--- config.mk ---
export PLATFORM = sky130hd
export DESIGN_NAME = phoneme_sequencer
export DESIGN_NICKNAME = d
export VERILOG_FILES = /design/src/rtl/phoneme_sequencer.sv
export SDC_FILE = /design/constraint.sdc
export NUM_CORES = 1
export LEC_CHECK = 0
export ABC_AREA = 1
export CORE_ASPECT_RATIO = 1.2
export CORE_MARGIN = 1.5
export CORE_UTILIZATION = 50
export DETAILED_ROUTE_END_ITERATION = 6
export PLACE_DENSITY = 0.78
export SLEW_MARGIN = 5
export SYNTH_ARGS = -nofsm -noshare
export SYNTH_HDL_FRONTEND = slang
export SYNTH_SLANG_ARGS = --single-unit
--- constraint.sdc ---
create_clock -name clk -period 7.85 [get_ports clk]
set_input_delay 1.57 -clock clk [delete_from_list [all_inputs] [get_ports clk]]
set_output_delay 1.57 -clock clk [all_outputs]
set_load 0.005 [all_outputs]
--- src/rtl/phoneme_sequencer.sv ---
// phoneme_sequencer: queues phoneme codes, looks up each code's flash word range and
// plays the words back one byte per sample tick.
// Optional feature: define PHSEQ_GAP_EN to insert GAP_SAMPLES silent ticks after each phoneme.
module phoneme_sequencer #(
    parameter int unsigned FIFO_DEPTH  = 4,
    parameter int unsigned ADDR_W      = 23,
    parameter int unsigned GAP_SAMPLES = 64
) (
    input  logic              clk,
    input  logic              reset,
    input  logic              ph_valid,
    input  logic [5:0]        ph_code,
    output logic              ph_ready,
    input  logic              sample_tick,
    output logic [5:0]        tbl_addr,
    input  logic [ADDR_W-1:0] tbl_start,
    input  logic [ADDR_W-1:0] tbl_end,
    output logic              mem_rd_req,
    output logic [ADDR_W-1:0] mem_addr,
    input  logic              mem_rd_ack,
    input  logic [31:0]       mem_rd_data,
    output logic [7:0]        audio_out,
    output logic              play,
    output logic              busy,
    output logic              done_pulse,
    output logic              underrun
);

    localparam int unsigned PtrW = $clog2(FIFO_DEPTH);
    localparam int unsigned CntW = PtrW + 1;

    typedef enum logic [2:0] {
        StIdle,
        StPop,
        StLookup,
        StLatch,
        StFetch,
        StEmit,
        StNext
`ifdef PHSEQ_GAP_EN
        , StGap
`endif
    } state_e;

    state_e            state_q, state_d;
    logic [5:0]        fifo_q [FIFO_DEPTH];
    logic [5:0]        fifo_d [FIFO_DEPTH];
    logic [PtrW-1:0]   wr_ptr_q, wr_ptr_d;
    logic [PtrW-1:0]   rd_ptr_q, rd_ptr_d;
    logic [CntW-1:0]   count_q, count_d;
    logic [ADDR_W-1:0] cur_q, cur_d;
    logic [ADDR_W-1:0] last_q, last_d;
    logic [31:0]       word_q, word_d;
    logic [1:0]        idx_q, idx_d;
    logic [5:0]        tbl_addr_q, tbl_addr_d;
    logic              req_q, req_d;
    logic [ADDR_W-1:0] mem_addr_q, mem_addr_d;
    logic [7:0]        audio_q, audio_d;
    logic              play_q, play_d;
    logic              busy_q, busy_d;
    logic              done_q, done_d;
    logic              underrun_q, underrun_d;
    logic              push, pop;

`ifdef PHSEQ_GAP_EN
    localparam int unsigned GapW = $clog2(GAP_SAMPLES) + 1;
    logic [GapW-1:0] gap_cnt_q, gap_cnt_d;
`else
    // GAP_SAMPLES only matters when the gap state is built.
    logic unused_gap_cfg;
    assign unused_gap_cfg = (GAP_SAMPLES != 0);
`endif

    // A full queue refuses pushes even when the head is popped in the same cycle.
    assign ph_ready = (count_q < CntW'(FIFO_DEPTH));
    assign push     = ph_valid && ph_ready;
    assign pop      = (state_q == StPop);

    // Queue bookkeeping.
    always_comb begin
        fifo_d   = fifo_q;
        wr_ptr_d = wr_ptr_q;
        rd_ptr_d = rd_ptr_q;
        count_d  = count_q;
        if (push) begin
            fifo_d[wr_ptr_q] = ph_code;
            wr_ptr_d         = wr_ptr_q + PtrW'(1);
        end
        if (pop) begin
            rd_ptr_d = rd_ptr_q + PtrW'(1);
        end
        unique case ({push, pop})
            2'b10:   count_d = count_q + CntW'(1);
            2'b01:   count_d = count_q - CntW'(1);
            default: count_d = count_q;
        endcase
    end

    // Playback state machine and next values of the registered outputs.
    always_comb begin
        state_d    = state_q;
        cur_d      = cur_q;
        last_d     = last_q;
        word_d     = word_q;
        idx_d      = idx_q;
        tbl_addr_d = tbl_addr_q;
        audio_d    = audio_q;
        // Ticks in FETCH are dropped, including one coinciding with the ack.
        underrun_d = underrun_q | (sample_tick && (state_q == StFetch));
`ifdef PHSEQ_GAP_EN
        gap_cnt_d  = gap_cnt_q;
`endif
        unique case (state_q)
            StIdle: begin
                if (count_q != '0) state_d = StPop;
            end
            StPop: begin
                tbl_addr_d = fifo_q[rd_ptr_q];
                state_d    = StLookup;
            end
            StLookup: begin
                state_d = StLatch;
            end
            StLatch: begin
                cur_d   = tbl_start;
                last_d  = tbl_end;
                // start beyond end marks an empty entry
                state_d = (tbl_start > tbl_end) ? StNext : StFetch;
            end
            StFetch: begin
                if (mem_rd_ack) begin
                    word_d  = mem_rd_data;
                    idx_d   = '0;
                    state_d = StEmit;
                end
            end
            StEmit: begin
                if (sample_tick) begin
                    audio_d = word_q[{idx_q, 3'b000} +: 8];
                    idx_d   = idx_q + 2'd1;
                    if (idx_q == 2'd3) begin
                        if (cur_q == last_q) begin
                            state_d = StNext;
                        end else begin
                            cur_d   = cur_q + ADDR_W'(1);
                            state_d = StFetch;
                        end
                    end
                end
            end
            StNext: begin
`ifdef PHSEQ_GAP_EN
                gap_cnt_d = '0;
                state_d   = StGap;
`else
                state_d   = StIdle;
`endif
            end
`ifdef PHSEQ_GAP_EN
            StGap: begin
                if (sample_tick) begin
                    if (gap_cnt_q == GapW'(GAP_SAMPLES - 1)) state_d = StIdle;
                    else gap_cnt_d = gap_cnt_q + GapW'(1);
                end
            end
`endif
            default: state_d = StIdle;
        endcase

        // Outputs are registered, so they follow the state being entered.
        if (state_d == StIdle) audio_d = '0;
`ifdef PHSEQ_GAP_EN
        if (state_d == StGap) audio_d = '0;
`endif
        play_d     = (state_d == StLatch) || (state_d == StFetch) || (state_d == StEmit);
        req_d      = (state_d == StFetch);
        mem_addr_d = (state_d == StFetch) ? cur_d : mem_addr_q;
        done_d     = (state_d == StNext);
        busy_d     = (count_d != '0) || (state_d != StIdle);
    end

    // State and output registers with synchronous reset.
    always_ff @(posedge clk) begin
        if (reset) begin
            state_q    <= StIdle;
            fifo_q     <= '{default: '0};
            wr_ptr_q   <= '0;
            rd_ptr_q   <= '0;
            count_q    <= '0;
            cur_q      <= '0;
            last_q     <= '0;
            word_q     <= '0;
            idx_q      <= '0;
            tbl_addr_q <= '0;
            req_q      <= 1'b0;
            mem_addr_q <= '0;
            audio_q    <= '0;
            play_q     <= 1'b0;
            busy_q     <= 1'b0;
            done_q     <= 1'b0;
            underrun_q <= 1'b0;
`ifdef PHSEQ_GAP_EN
            gap_cnt_q  <= '0;
`endif
        end else begin
            state_q    <= state_d;
            fifo_q     <= fifo_d;
            wr_ptr_q   <= wr_ptr_d;
            rd_ptr_q   <= rd_ptr_d;
            count_q    <= count_d;
            cur_q      <= cur_d;
            last_q     <= last_d;
            word_q     <= word_d;
            idx_q      <= idx_d;
            tbl_addr_q <= tbl_addr_d;
            req_q      <= req_d;
            mem_addr_q <= mem_addr_d;
            audio_q    <= audio_d;
            play_q     <= play_d;
            busy_q     <= busy_d;
            done_q     <= done_d;
            underrun_q <= underrun_d;
`ifdef PHSEQ_GAP_EN
            gap_cnt_q  <= gap_cnt_d;
`endif
        end
    end

    assign tbl_addr   = tbl_addr_q;
    assign mem_rd_req = req_q;
    assign mem_addr   = mem_addr_q;
    assign audio_out  = audio_q;
    assign play       = play_q;
    assign busy       = busy_q;
    assign done_pulse = done_q;
    assign underrun   = underrun_q;

endmodule

==> summary.txt <==
Outcome
  – Status: completed

Die
  – Die Y: 142 um
  – Die area: 16800 um^2
  – Initial Utilization: 51.2%
  – Number of top-level pins: 132
  – # rows: 50
  – Width of the die: 119 um
  – Core ar.: 15600 um^2

Placed design
  – Final HPWL from detailed placement: 14400 um
  – Post-Place Setup Slack: 3460 ps
  – RePlAce Congestion: 0.902
  – I/O Buffers: 131
  – Placed Cells: 1481

Layout
  – Layout Utilization: 63.5%
  – Fill count: 1420
  – Area of the multi-input gates: 3880 um^2
  – Finished Layout Cells: 1512
  – Final net count: 1412
  – Area Overhead vs Synth: 24.0%
  – Most frequent cells in the layout: nand2_1 (229), inv_1 (196), dfxtp_1 (156)
  – Commonest non-fill, non-tap cell in the layout: nand2_1
  – Share of cells above drive strength 1: 5.37%
  – Ant. Diodes: 0
  – FF/Latch Area: 3120 um^2

Clock tree
  – Hold_buf cts: 0
  – Post-CTS setup buffer count: 0
  – Root Driver: clkbuf_16
  – Post-CTS sizing: 0
  – Clock Pin Slew Worst Setup and Hold Paths: 60 ps
  – H-tree Lvls: 4
  – Clock tree buffer depth: 2
  – Cts bufs inserted: 17
  – CTS tree: built
  – Skew-Pair Late Insertion Delay: 440 ps
  – Clock sink count: 156

Logic synthesis
  – Main synth FF type: dfxtp_1
  – Cell count after synthesis: 1191
  – FFs w/ async S/R, synth: 0%
  – Sequential element share of the synthesized area: 39.0%
  – Mapped cell area: 8010 um^2
  – Synth Warn #: 0
  – Post-synth EDFFs: 0
  – Mapped Nets: 1311
  – Yosys cell types: 35
  – Mean Syn Cell Area: 6.73 um^2
  – Synthesis-stage register bit count: 156

Route
  – Via density: 5.10
  – WL per Instance: 13.6 um
  – Routed Antenna Nets: 0
  – Drc violations: 0
  – Drt first pass iters: 7
  – Routed WL: 20500 um
  – DR vias: 7706
  – Drt initial violations: 654

Setup path
  – R2r endpoint: mem_addr[15]
  – CP Class: input pin to flop
  – Worst EP required: 8180 ps
  – Critical path peak fanout: 25
  – Crit end category: flop
  – CP cell instances: clkdlybuf4s50_1 -> inv_1 -> ha_1 -> nand2_1 -> nor2_1 -> nand4_1 -> nor2_1 -> a21oi_1 -> nand2_1 -> nand4_4 -> inv_2 -> nand3_1 -> nand2_1 -> inv_1
  – CP max stage delay: 490 ps
  – Crit path DAT: 4270 ps
  – Critical-path top delay cell: inv_2
  – Most used cell along the critical path: nand2_1
  – Startpoint Class: input pin
  – FF-to-FF setup slack: 4570 ps
  – Worst reg2reg path depth: 12
  – FF-to-FF Start: state_q[1]

Min path
  – Hold WC Path Type: flop to flop
  – Hold Path Cell Cnt: 2
  – Hold_sp: word_q[21]
  – Hold path endpoint: word_q[21]

Timing
  – Finish-stage setup viols: 0
  – Slew headroom: 28.8%
  – Hold Slack: 457 ps
  – RSZ-0062 raised after global routing: false
  – Post-route setup slack: 3920 ps
  – Worst slew pin tran: 1060 ps
  – Fmax: 254 MHz
  – Tmin final: 3930 ps
  – TNS Setup: 0 ps
  – Clk_skew: 10.2 ps
  – Fin. Hold Viols: 0
  – Period utilization: 50.1%
  – Final slew viol count: 0

Pwr
  – P per Cell Area: 236 nW/um^2
  – Combinational Power Share: 25.9%
  – Switch share: 33.5%
  – Sequential power share: 40.7%
  – Int Pwr: 0.00156 W
  – LEAKAGE: 4.22 nW
  – IR drop worst, VDD: 0.000160 V
  – Sw power: 0.000785 W
  – Clock share of power: 33.3%

Global route
  – Vias in the first global route: 7017
  – GRT Resource Usage Total: 24.7%
  – Met2 usage: 40.7%
  – GRT met3 Usage: 5.35%
  – M1 GR Usage: 32.2%
  – Global route overflow: 0
  – Pin count of the biggest net entering global routing: 69
  – Initial antenna violation count: 0
  – GR peak layer: met2
  – First-pass GRT wire length: 33400 um

Flow run
  – Max_cap viols: 0
critical path, delay by kind of cell:
kind | cells | cell delay (ps)
AOI/OAI and AO/OA | 1 | 80
adders and majority gates | 1 | 280
buffers and inverters | 4 | 1030
and+or+nand+nor | 8 | 1320
synthesized netlist by cell type, types with 4 or more instances:
master / count / area (um^2)
nand2_1: 229 / 860
inv_1: 197 / 739
dfxtp_1: 156 / 3120
a21oi_1: 145 / 726
o21ai_0: 134 / 671
nor2_1: 87 / 327
nand3_1: 83 / 415
clkbuf_1: 41 / 154
ha_1: 30 / 375
nand4_1: 13 / 81.3
o211ai_1: 12 / 90.1
inv_2: 11 / 41.3
or2_2: 7 / 43.8
nor3_1: 5 / 25.0
xor2_1: 5 / 43.8
buf_1: 4 / 15.0
buf_4: 4 / 30.0
nor2_2: 4 / 25.0
layer usage:
| layer | wire length, um | up-vias |
|---|---|---|
| li1 | - | 4028 |
| met1 | 9460 | 3439 |
| met2 | 9570 | 211 |
| met3 | 1160 | 28 |
| met4 | 332 | 0 |
| met5 | 0 | - |
worst max path at each step:
stage | from | end | slack, ps | cells past startpoint
after detailed placement | tbl_end[12] | mem_addr[15] | 3460 | 15
after global placement | tbl_end[14] | mem_addr[7] | 3510 | 14
after floorplan | ph_valid | busy | 4760 | 10
after CTS | tbl_end[12] | mem_addr[15] | 3920 | 15
final | tbl_end[14] | mem_addr[15] | 3920 | 14
after global routing | tbl_end[12] | mem_addr[15] | 3640 | 15
stage by stage:
| step | area [um^2] | total power, W |
|---|---|---|
| 6_report | 9940 | 0.00234 |
| 5_1_grt | 9940 | 0.00247 |
| 4_1_cts | 9940 | 0.00235 |
| 3_5_place_dp | 9380 | 0.00157 |
| 3_3_place_gp | 9380 | 0.00157 |
| 2_1_floorplan | 8010 | 0.00135 |
logic make-up after synthesis:
| logic type | count (synthesis) | share of synthesized area (%) |
|---|---|---|
| xor gates and xnor gates | 7 | 0.765 |
| adders and majority gates | 31 | 4.94 |
| buffers and inverters | 262 | 12.7 |
| and+or+nand+nor | 438 | 23.5 |
| DFF | 156 | 39.0 |
| AOI/OAI and AO/OA | 297 | 19.1 |
registers in the layout, summed over array words and instances (netlist names):
name	count
done_pulse	1
mem_addr	23
rd_ptr_q	2
busy	1
mem_rd_req	1
fifo_q	24
state_q	3
count_q	3
audio_out	8
wr_ptr_q	2
underrun	1
tbl_addr	6
last_q	23
word_q	32
idx_q	2
cur_q	23
play	1
power by group through the flow:
stage / sequential (W) / clock, W / combinational, W
4_1_cts: 0.000954 / 0.000792 / 0.000607
5_1_grt: 0.000966 / 0.000824 / 0.000677
6_report: 0.000954 / 0.000781 / 0.000608
3_3_place_gp: 0.000969 / 0 / 0.000597
2_1_floorplan: 0.000943 / 0 / 0.000411
3_5_place_dp: 0.000970 / 0 / 0.000602
area by class of cell:
type                    count  share of cell area (%)
flip-flops and latches    156                    31.4
well taps                 208                    2.62
inverters                 209                    7.90
clock buffers              19                    4.56
repair buffers            135                    13.4
multi-input cells         773                    39.0
clock inverters            12                    1.02
No activity file was read; power rests on OpenSTA's default activity.
